--- src/rtl/dma_2d_burst_splitter.sv ---
// dma_2d_burst_splitter
//   Splits one 2D DMA descriptor into num_reps 1D burst requests, stepping
//   the source and destination addresses by their strides after every burst,
//   then counts backend completions and pulses done_o once the job is over.
//
// Ports
//   clk_i, rst_i           clock, synchronous active-high reset
//   req_*_i, req_valid_i   2D descriptor; accepted when req_ready_o is high
//   req_ready_o            high only while idle
//   burst_*_o              registered 1D burst request (valid/ready)
//   burst_ready_i          backend takes the presented burst
//   trans_complete_i       one pulse per finished 1D burst
//   done_o                 one-cycle pulse at job end
//   busy_o                 high whenever a job is in flight (incl. done cycle)
module dma_2d_burst_splitter #(
   parameter int unsigned AddrWidth = 32,
   parameter int unsigned IdWidth   = 4,
   parameter int unsigned RepWidth  = 16
) (
   input  logic                 clk_i,
   input  logic                 rst_i,
   input  logic [IdWidth-1:0]   req_id_i,
   input  logic [AddrWidth-1:0] req_src_i,
   input  logic [AddrWidth-1:0] req_dst_i,
   input  logic [AddrWidth-1:0] req_num_bytes_i,
   input  logic [AddrWidth-1:0] req_src_stride_i,
   input  logic [AddrWidth-1:0] req_dst_stride_i,
   input  logic [RepWidth-1:0]  req_num_reps_i,
   input  logic                 req_decouple_rw_i,
   input  logic                 req_deburst_i,
   input  logic                 req_valid_i,
   output logic                 req_ready_o,
   output logic [IdWidth-1:0]   burst_id_o,
   output logic [AddrWidth-1:0] burst_src_o,
   output logic [AddrWidth-1:0] burst_dst_o,
   output logic [AddrWidth-1:0] burst_num_bytes_o,
   output logic                 burst_decouple_rw_o,
   output logic                 burst_deburst_o,
   output logic                 burst_valid_o,
   input  logic                 burst_ready_i,
   input  logic                 trans_complete_i,
   output logic                 done_o,
   output logic                 busy_o
);

   typedef enum logic [1:0] {IDLE, ISSUE, WAIT, DONE} state_e;

   state_e               state;
   logic [AddrWidth-1:0] src_stride;
   logic [AddrWidth-1:0] dst_stride;
   logic [RepWidth-1:0]  num_reps;
   logic [RepWidth-1:0]  issued;
   logic [RepWidth-1:0]  completed;
   logic [RepWidth-1:0]  issued_next;
   logic [RepWidth-1:0]  completed_next;
   logic                 empty_job;

   assign req_ready_o = (state == IDLE);

   // Completed count including a pulse arriving this cycle, so WAIT can
   // leave in the same cycle the last completion shows up.
   always_comb begin
      issued_next    = issued + RepWidth'(1);
      completed_next = completed + RepWidth'(trans_complete_i);
      empty_job      = (req_num_reps_i == '0) || (req_num_bytes_i == '0);
   end

   always_ff @(posedge clk_i) begin
      if (rst_i) begin
         state               <= IDLE;
         src_stride          <= '0;
         dst_stride          <= '0;
         num_reps            <= '0;
         issued              <= '0;
         completed           <= '0;
         burst_id_o          <= '0;
         burst_src_o         <= '0;
         burst_dst_o         <= '0;
         burst_num_bytes_o   <= '0;
         burst_decouple_rw_o <= 1'b0;
         burst_deburst_o     <= 1'b0;
         burst_valid_o       <= 1'b0;
         done_o              <= 1'b0;
         busy_o              <= 1'b0;
      end else begin
         done_o <= 1'b0;
         case (state)
            IDLE: begin
               if (req_valid_i) begin
                  busy_o <= 1'b1;
                  if (empty_job) begin
                     // Nothing to move: report completion straight away.
                     state  <= DONE;
                     done_o <= 1'b1;
                  end else begin
                     state               <= ISSUE;
                     src_stride          <= req_src_stride_i;
                     dst_stride          <= req_dst_stride_i;
                     num_reps            <= req_num_reps_i;
                     issued              <= '0;
                     completed           <= '0;
                     burst_id_o          <= req_id_i;
                     burst_src_o         <= req_src_i;
                     burst_dst_o         <= req_dst_i;
                     burst_num_bytes_o   <= req_num_bytes_i;
                     burst_decouple_rw_o <= req_decouple_rw_i;
                     burst_deburst_o     <= req_deburst_i;
                     burst_valid_o       <= 1'b1;
                  end
               end
            end
            ISSUE: begin
               completed <= completed_next;
               if (burst_valid_o && burst_ready_i) begin
                  // The output registers double as the current address
                  // counters; they only move on a handshake.
                  issued      <= issued_next;
                  burst_src_o <= burst_src_o + src_stride;
                  burst_dst_o <= burst_dst_o + dst_stride;
                  if (issued_next == num_reps) begin
                     burst_valid_o <= 1'b0;
                     state         <= WAIT;
                  end
               end
            end
            WAIT: begin
               completed <= completed_next;
               if (completed_next == num_reps) begin
                  state  <= DONE;
                  done_o <= 1'b1;
               end
            end
            DONE: begin
               state  <= IDLE;
               busy_o <= 1'b0;
            end
            default: state <= IDLE;
         endcase
      end
   end

endmodule
--- config.mk ---
export PLATFORM = sky130hd
export DESIGN_NAME = dma_2d_burst_splitter
export DESIGN_NICKNAME = d
export VERILOG_FILES = /design/src/rtl/dma_2d_burst_splitter.sv
export SDC_FILE = /design/constraint.sdc
export NUM_CORES = 1
export LEC_CHECK = 0
export ABC_CLOCK_PERIOD_IN_PS = 4200
export CAP_MARGIN = 10
export CORE_MARGIN = 8
export CORE_UTILIZATION = 40
export CTS_BUF_LIST = sky130_fd_sc_hd__clkbuf_16
export CTS_CLUSTER_DIAMETER = 120
export DETAILED_ROUTE_END_ITERATION = 10
export GPL_ROUTABILITY_DRIVEN = 0
export PLACE_DENSITY_LB_ADDON = 0.25
export SYNTH_ARGS = -nofsm -noshare
export SYNTH_HDL_FRONTEND = slang
export SYNTH_SLANG_ARGS = --single-unit
--- constraint.sdc ---
create_clock -name clk_i -period 4.2 [get_ports clk_i]
set_input_delay 0.42 -clock clk_i [delete_from_list [all_inputs] [get_ports clk_i]]
set_output_delay 0.42 -clock clk_i [all_outputs]
set_load 0.02 [all_outputs]
Yosys cells after proc, flatten, opt, wreduce, memory -nomap -nowiden
Cells that the tools add are included.
W data, S select, Z words.
- latch bits: 0
- memory bits (read-only): 0
- input bits: 187
- memories kept: 0
- bits in registers: 219
- word-level logic and storage cells: 75
- memory bits (writable): 0
- output and inout port bits: 106
- reduce and logical (&&, ||, !) cells: 15
- equal/unequal tests: 10
- shifts and indexed selects: 0
- bitwise gates (word level): 1
- mux-type cells: 30
- $lt $le $gt $ge: 0
- add/subtract/negate cells: 4
- $mul: 0
- div/mod/pow operators: 0
- operator list (cell ; count):
    $mux W32 ; 6
    $pmux W32 S2 ; 2
    $add A32 B32 Y32 ; 2
    $pmux W16 S2 ; 2
    $mux W16 ; 3
    $eq A16 B16 Y1 ; 2
    $logic_not A32 Y1 ; 1
    $add A16 B1 Y16 ; 1
    $add A16 B1 Y16 const B ; 1
    $logic_not A16 Y1 ; 1
    $mux W2 ; 5
    $ne A2 B2 Y1 const B ; 5
    $mux W1 ; 8
    $pmux W2 S4 ; 1
    $reduce_and A4 Y1 ; 2
    $pmux W1 S2 ; 3
    $reduce_and A3 Y1 ; 2
    $reduce_bool A2 Y1 ; 3
    $reduce_and A5 Y1 ; 1
    $eq A2 B2 Y1 const B ; 2
    $eq A2 B1 Y1 const B ; 1
    $logic_not A2 Y1 ; 1
    $reduce_and A2 Y1 ; 1
    $reduce_or A2 Y1 ; 1
    other kinds (3) ; 3

Logic depth before layout (Yosys ltp)
- depth after elaboration: 5
- mapped depth: 13
- mapped depth without buffers: 13

Least setup slack after synthesis
Ideal clock, no wire load.
- kind: reg-to-reg
- start: register burst_src_o[0]
- end: register burst_src_o[26]
- path buffers: 0
- period minus slack after synthesis: 2.984 ns
- library setup time: 0.091 ns
- stages on the path, launching flop included: 14
- slack: 1.216 ns
- data required time: 4.109 ns
- data arrival time: 2.893 ns
- cells stage by stage: dfxtp_1 > ha_1 > inv_1 > fa_1 > nor2b_1 > o21a_1 > o21ai_1 > a21o_1 > o211ai_2 > a41oi_1 > o22ai_2 > a31oi_1 > mux2_2 > a311oi_1
- word-level cells in the longest chain between the ends: 3
- RTL lines (what ; line ; RTL):
    start: declaration ; 34 ; output logic [AddrWidth-1:0] burst_src_o,
    start signal: assignment ; 103 ; burst_src_o <= req_src_i;
    start signal: assignment ; 118 ; burst_src_o <= burst_src_o + src_stride;
    $add A32 B32 Y32 ; 118 ;
    $mux W32 ; 114 ; if (burst_valid_o && burst_ready_i) begin
    $pmux W32 S2 ; 87 ; case (state)
Every way passes these cells. The select of a mux whose other input is x is not followed.
A chain may end at the register's enable or synchronous reset.

Worst setup path after layout
- start: input req_num_bytes_i[8]
- end: register burst_dst_o[22]
- word-level cells in the longest chain between the ends: 4
- RTL lines (what ; line ; RTL):
    start: declaration ; 25 ; input logic [AddrWidth-1:0] req_num_bytes_i,
    $logic_not A32 Y1 ; 65 ; empty_job = (req_num_reps_i == '0) || (req_num_bytes_i == '0);
    $logic_or A1 B1 Y1 ; 65 ;
    $ne A2 B2 Y1 (no source line) ; - ;
    $reduce_and A4 Y1 (no source line) ; - ;
    end signal: assignment ; 104 ; burst_dst_o <= req_dst_i;
    end signal: assignment ; 119 ; burst_dst_o <= burst_dst_o + dst_stride;
    end: declaration ; 35 ; output logic [AddrWidth-1:0] burst_dst_o,
Every way passes these cells.

==> Flow_metrics.wiki <==
{| class="wikitable"
! Metric !! Value
|-
| Levels on crit path || 9
|-
| Buffer count from post-CTS setup fixing || 0
|-
| Net count after synthesis || 1934
|-
| Reg2reg path depth || 13
|-
| Root buffer cell || clkbuf_16
|-
| Tightest Pin Transition || 1.11 ns
|-
| IO Pins || 293
|-
| Synthesized area per cell || 7.60 sq um
|-
| Final Max Slew Viols || 0
|-
| Critical-path cell list || clkdlybuf4s50_1 > nor4_1 > nand4_1 > o21ai_0 > o21ai_0 > o211ai_1 > buf_4 > nor3_1 > a2111oi_0
|-
| Final setup fails || 0
|-
| Tightest Hold Check Type || input pin to register
|-
| Synth Flop Type || dfxtp_1
|-
| Count of buffers from port buffering || 292
|-
| DR DRC count || 0
|-
| Overall die area || 37800 sq um
|-
| Cells taking the most area after synthesis || dfxtp_1, nand2_1, a21oi_1
|-
| Endpoint type of the worst setup path || register
|-
| Total wire length || 41.9 mm
|-
| Clk pin slew, worst setup/hold paths || 0.05 ns
|-
| Count of vias placed by the detailed router || 12600
|-
| Max Clock Freq || 0.280 GHz
|-
| Sum of net half-perimeters after detailed placement || 30.6 mm
|-
| Cell accounting for the most synthesized area || dfxtp_1
|-
| Hold buffer count at CTS || 0
|-
| Status || completed
|-
| Area grow syn2layout || 31.0%
|-
| Antenna violations before repair || 5
|-
| Number of different library cells in the post-synthesis netlist || 80
|-
| Leftover overflow at the end of global routing || 0
|-
| Synth top area share || 0.344
|-
| Share of synthesized registers carrying an async set or reset || 0
|-
| Nets || 2166
|-
| Number of inserted filler cells in the final layout || 2984
|-
| PnR Total Power || 10.7 mW
|-
| Post-synthesis instance total || 1675
|-
| Die X || 194 microns
|-
| Flops & latches, synth || 219
|-
| Post-synthesis instance area || 12700 sq um
|-
| Critical path fanouts, max || 15
|-
| Std-Cell Core Area || 31500 sq um
|-
| Crit share post-route || 0.850
|-
| Slew margin rel. || 0.259
|-
| Number of rows created at floorplan || 65
|-
| Setup_tns || 0 ns
|-
| Worst IR drop on VDD || 0.000390 V
|-
| Number of warnings printed during yosys synthesis || 0
|-
| Most frequent cells after synthesis || nand2_1, a21oi_1, dfxtp_1, nor2_1, clkbuf_1
|-
| RSZ-0062 raised after global routing || no
|-
| Fin. Hold Viols || 0
|-
| Min cycle time layout || 3.57 ns
|-
| Total routing usage reported by global routing || 0.212
|-
| Worst setup skew after layout || 0.0144 ns
|-
| Num Clock Sinks || 219
|-
| Detailed router's first-iteration violation count || 636
|-
| Critical Path Source Type || input pin
|-
| Per-cell routed wire length || 18.0 microns
|-
| CTS-repair resized insts || 0
|-
| Largest incremental delay on the critical path || 0.63 ns
|-
| CP dominant cell by count || o21ai_0
|-
| Crit path max-delay family || compound AO/OA/AOI/OAI gates
|-
| Count of TritonRoute iterations in the first routing pass || 5
|-
| Vertical die dimension || 194 microns
|-
| Most frequently used cell type in the post-synthesis netlist || nand2_1
|-
| Initial core utilization || 0.405
|-
| Worst path required time || 4.60 ns
|-
| Arrival time of the worst setup path || 3.97 ns
|-
| Clock buffers created by TritonCTS || 27
|-
| Sequential element share of the synthesized area || 0.344
|-
| Maximum root-to-sink buffer count || 3
|-
| Post-DR vias/cell || 5.43
|-
| Ratio of cells with drive above 1 in the final layout || 0.0405
|-
| Number of buffer and inverter instances along the worst setup path || 2
|-
| Cell leakage power || 6.54 nW
|-
| Classification of the worst setup path || input pin to register
|-
| Number of global-route vias before repair || 12400
|-
| Total power per unit cell area || 641 nW/um^2
|-
| TritonCTS clock tree || yes
|-
| Wire length of the first global-routing pass || 66.7 mm
|-
| Post-detailed-route count of antenna-violating nets || 0
|-
| H-tree depth || 1
|-
| Critical-path top delay cell || o21ai_0
|-
| Number of instances on the worst hold path || 2
|-
| Number of enable-type register cells in the synthesized netlist || 0
|-
| Max-capacitance violation count || 0
|-
| Source-to-sink clock delay at the later pin of the worst-skew pair || 0.53 ns
|-
| Pin count of the biggest net entering global routing || 101
|}
-- logic make-up after synthesis --
logic type	synth area share
fa+ha+maj	0.0719
buf+inv	0.0471
xor+xnor	0.0619
mux	0.0245
flops	0.344
simple gates	0.230
compound gates	0.220
-- path summary, 6_finish.rpt --
| check | slack, ns | startpoint | to |
|---|---|---|---|
| worst max register to register | 0.67 | burst_src_o[0] | burst_src_o[26] |
| worst min-delay path | 0.39 | rst_i | src_stride[12] |
| worst min register to register | 0.45 | burst_num_bytes_o[31] | burst_num_bytes_o[31] |
| worst max-delay path | 0.63 | req_num_bytes_i[8] | burst_dst_o[22] |
-- sequential cells by signal, indices dropped and copies added, names as in the netlist, 2 cells and up --
signal and cells:
burst_dst_o 32, burst_num_bytes_o 32, burst_src_o 32, dst_stride 32, src_stride 32, completed 16, issued 16, num_reps 16
burst_id_o 4, state 2
-- layer usage --
metal | routed length, microns | vias to the layer above | GRT usage | part of all wire
met1 | 18700 | 5909 | 0.270 | 0.44
met4 | 978 | 4 | 0.0605 | 0.023
li1 | - | 6364 | - | -
met3 | 2400 | 65 | 0.0416 | 0.057
met5 | 27 | - | 0 | 0.00064
met2 | 19900 | 306 | 0.359 | 0.47
-- cells in the final DEF, fill, tap and decap left out, types with 7 or more instances in the layout --
| master | instances |
|---|---|
| inv_1 | 39 |
| clkbuf_16 | 27 |
| nor2_1 | 138 |
| clkinv_1 | 7 |
| and4_1 | 8 |
| nand4_1 | 18 |
| dfxtp_1 | 219 |
| ha_1 | 69 |
| o21bai_1 | 8 |
| nor2b_1 | 8 |
| nand2b_1 | 8 |
| a21oi_1 | 233 |
| nand2_1 | 345 |
| nor4_1 | 18 |
| a21o_1 | 31 |
| o21ai_0 | 47 |
| nand3_1 | 37 |
| a31oi_1 | 11 |
| nor3_1 | 44 |
| a211oi_1 | 60 |
| o21a_1 | 10 |
| and3_1 | 11 |
| buf_4 | 14 |
| mux2i_1 | 30 |
| clkdlybuf4s50_1 | 291 |
| xnor2_1 | 59 |
| xor2_1 | 31 |
-- power breakdown --
part / total (mW) / internal (mW) / switching [mW]
logic: 5.56 / 2.26 / 3.30
clock network: 2.10 / 1.21 / 0.887
registers: 3.04 / 2.58 / 0.453
total: 10.7 / 6.05 / 4.64
-- through the flow --
| step | worst slack [ns] | hold WS (ns) | area (sq um) | util | std cells |
|---|---|---|---|---|---|
| after CTS | 0.685 | 0.368 | 16700 | 0.530 | 2328 |
| after global routing | 0.403 | 0.396 | 16700 | 0.530 | 2331 |
| after global placement | 0.190 | 0.442 | 15900 | 0.505 | 2280 |
| after floorplan | 1.22 | 0.440 | 12700 | - | 1675 |
| final | 0.631 | 0.387 | 16700 | 0.530 | 2331 |
| after detailed placement | 0.103 | 0.446 | 15900 | 0.505 | 2280 |
-- layout make-up --
cell class	count	area, sq um	area share
Multi-Input combinational cell	1318	7780	0.467
Antenna cell	3	7.51	0.000450
Clock inverter	21	116	0.00698
Timing Repair Buffer	309	3090	0.185
Inverter	32	121	0.00728
Tap cell	402	503	0.0302
Sequential cell	219	4380	0.263
Clock buffer	27	676	0.0405
Note: power is estimated with default switching activity, not from simulation.
==> RTL change, RTL diff (same flow settings) <==
The 4 states of `state_e` get a Gray code encoding in 2 bits.
--- a/src/rtl/dma_2d_burst_splitter.sv
+++ b/src/rtl/dma_2d_burst_splitter.sv
@@ -43,7 +43,7 @@
    output logic                 busy_o
 );
 
-   typedef enum logic [1:0] {IDLE, ISSUE, WAIT, DONE} state_e;
+   typedef enum logic [1:0] {IDLE = 2'b00, ISSUE = 2'b01, WAIT = 2'b11, DONE = 2'b10} state_e;
 
    state_e               state;
    logic [AddrWidth-1:0] src_stride;
Function: no difference found for any inputs over 4 cycles, from zero or initial values and one cycle with rst_i high; so few cycles prove little.
==> RTL change against the original RTL <==
- worst setup slack worse by 0.018 ns
- final area up 0.12%
- synthesized cell count grew 0.48%
- power up 3.7%
- critical path type is now register to register
- worst hold slack lost 0.052 ns
- area after synthesis grew 0.80%
- sequential share of layout area about the same
- wire length increased by 1.6%
- count of clock-buffer cells in the layout is the same
- final cell count down 0.13%
- sequential cell count stayed put
==> RTL change: results (changes against the original RTL) <==
multi-input logic area=7860 um^2 (+1.0%); Total GRT Usage=0.214 (+0.00162); clk tree area frac=0.0467 (-0.000806); largest net degree at the start of global routing=120 (+19%); DP HPWL=31.0 mm (+1.1%); minimum clock period=3.59 ns (+0.0183 ns); crit path from=burst_dst_o[1]$_SDFFE_PP0P_; LEAKAGE=6.62 nW (+1.3%); CP Max Fanout=4 (-11); post-synthesis sequential area ratio=0.342 (-0.00272); first-pass GRT wire length=67.9 mm (+1.8%); Final Cell Area=16,700 um^2 (+0.12%); Buffers, non-clock=307 (-0.65%); multi-input gates=1,326 (+0.61%); FF/Latch Area=4380 um^2 (unchanged); ANT cells=2 (-1); initial antenna violation count=4 (-1); Hold Path Depth=2 (unchanged); non-clk buf share=0.183 (-0.00187); clock skew=0.0195 ns (+0.00511 ns); DR vias=13,000 (+2.6%); ranking of synthesized cells by area=dfxtp_1 34%, a21oi_1 9.7%, nand2_1 9.5%, ha_1 6.8%, nor2_1 3.6%; syn_nets=1,942 (+0.41%); worst skew pair latency=0.55 ns (+0.02 ns); fin util=0.529 (-0.000731); Worst Hold End=burst_src_o[7]$_SDFFE_PP0P_; Min Hold Slack=0.335 ns (-0.0518 ns); Syn Inst Count=1,683 (+0.48%); Worst Reg-to-Reg Cells=11 (-2); FF-to-FF End=burst_dst_o[29]$_SDFFE_PP0P_; Setup crit end=burst_dst_o[29]$_SDFFE_PP0P_; dpl cell area=15,900 um^2 (+0.22%); Signal inverters=28 (-13%); DR iter-0 viols=884 (+39%); Worst Path Arrival=4.03 ns (+0.06 ns); outcome=completed; fin cells=2,328 (-0.13%); Distinct cells, synth=80 (unchanged); R2R Setup Slk=0.61 ns (-0.06 ns); slowest stage delay, CP=0.58 ns (-0.05 ns); # nets final=2,168 (+0.092%); final wirelength=42.6 mm (+1.6%); Setup WS pre-CTS=0.576 ns (+0.473 ns); Worst-Margin Slew=0.813 ns (-0.298 ns); most instantiated cells after synthesis=326 x nand2_1, 248 x a21oi_1, 219 x dfxtp_1; FILL cells=3,069 (+2.8%); layout cells sized above 1=0.0374 (-0.00308)
RTL change: cell types whose count changed after synthesis, sizes merged, moves of 12 or more:
cell	delta
a211oi	-22
a21oi	+15
nand2	-19
nand3	-12
nor2	-16
nor3	-12
o21ai	+34
RTL change: power by group:
part / internal [mW] / leakage (nW) / switching [mW] / total (mW)
combinational: 2.35 / 4.41 / 3.52 / 5.86
clock: 1.21 / 0.411 / 0.908 / 2.12
sequential: 2.62 / 1.80 / 0.490 / 3.11
total: 6.18 / 6.62 / 4.91 / 11.1
RTL change: kinds of logic after synthesis:
family | after synthesis | synth area share
compound gates | 498 | 0.229
xor+xnor | 90 | 0.0614
fa+ha+maj | 72 | 0.0713
buf+inv | 138 | 0.0480
flops | 219 | 0.342
mux | 36 | 0.0283
simple gates | 630 | 0.220
RTL change: routing by layer:
layer  global-route usage  vias up  routed length (um)
met5                    0        -                  27
met4               0.0595        4                 973
met3               0.0473       68                2770
met2                0.364      384               20100
met1                0.268     6129               18700
li1                     -     6395                   -
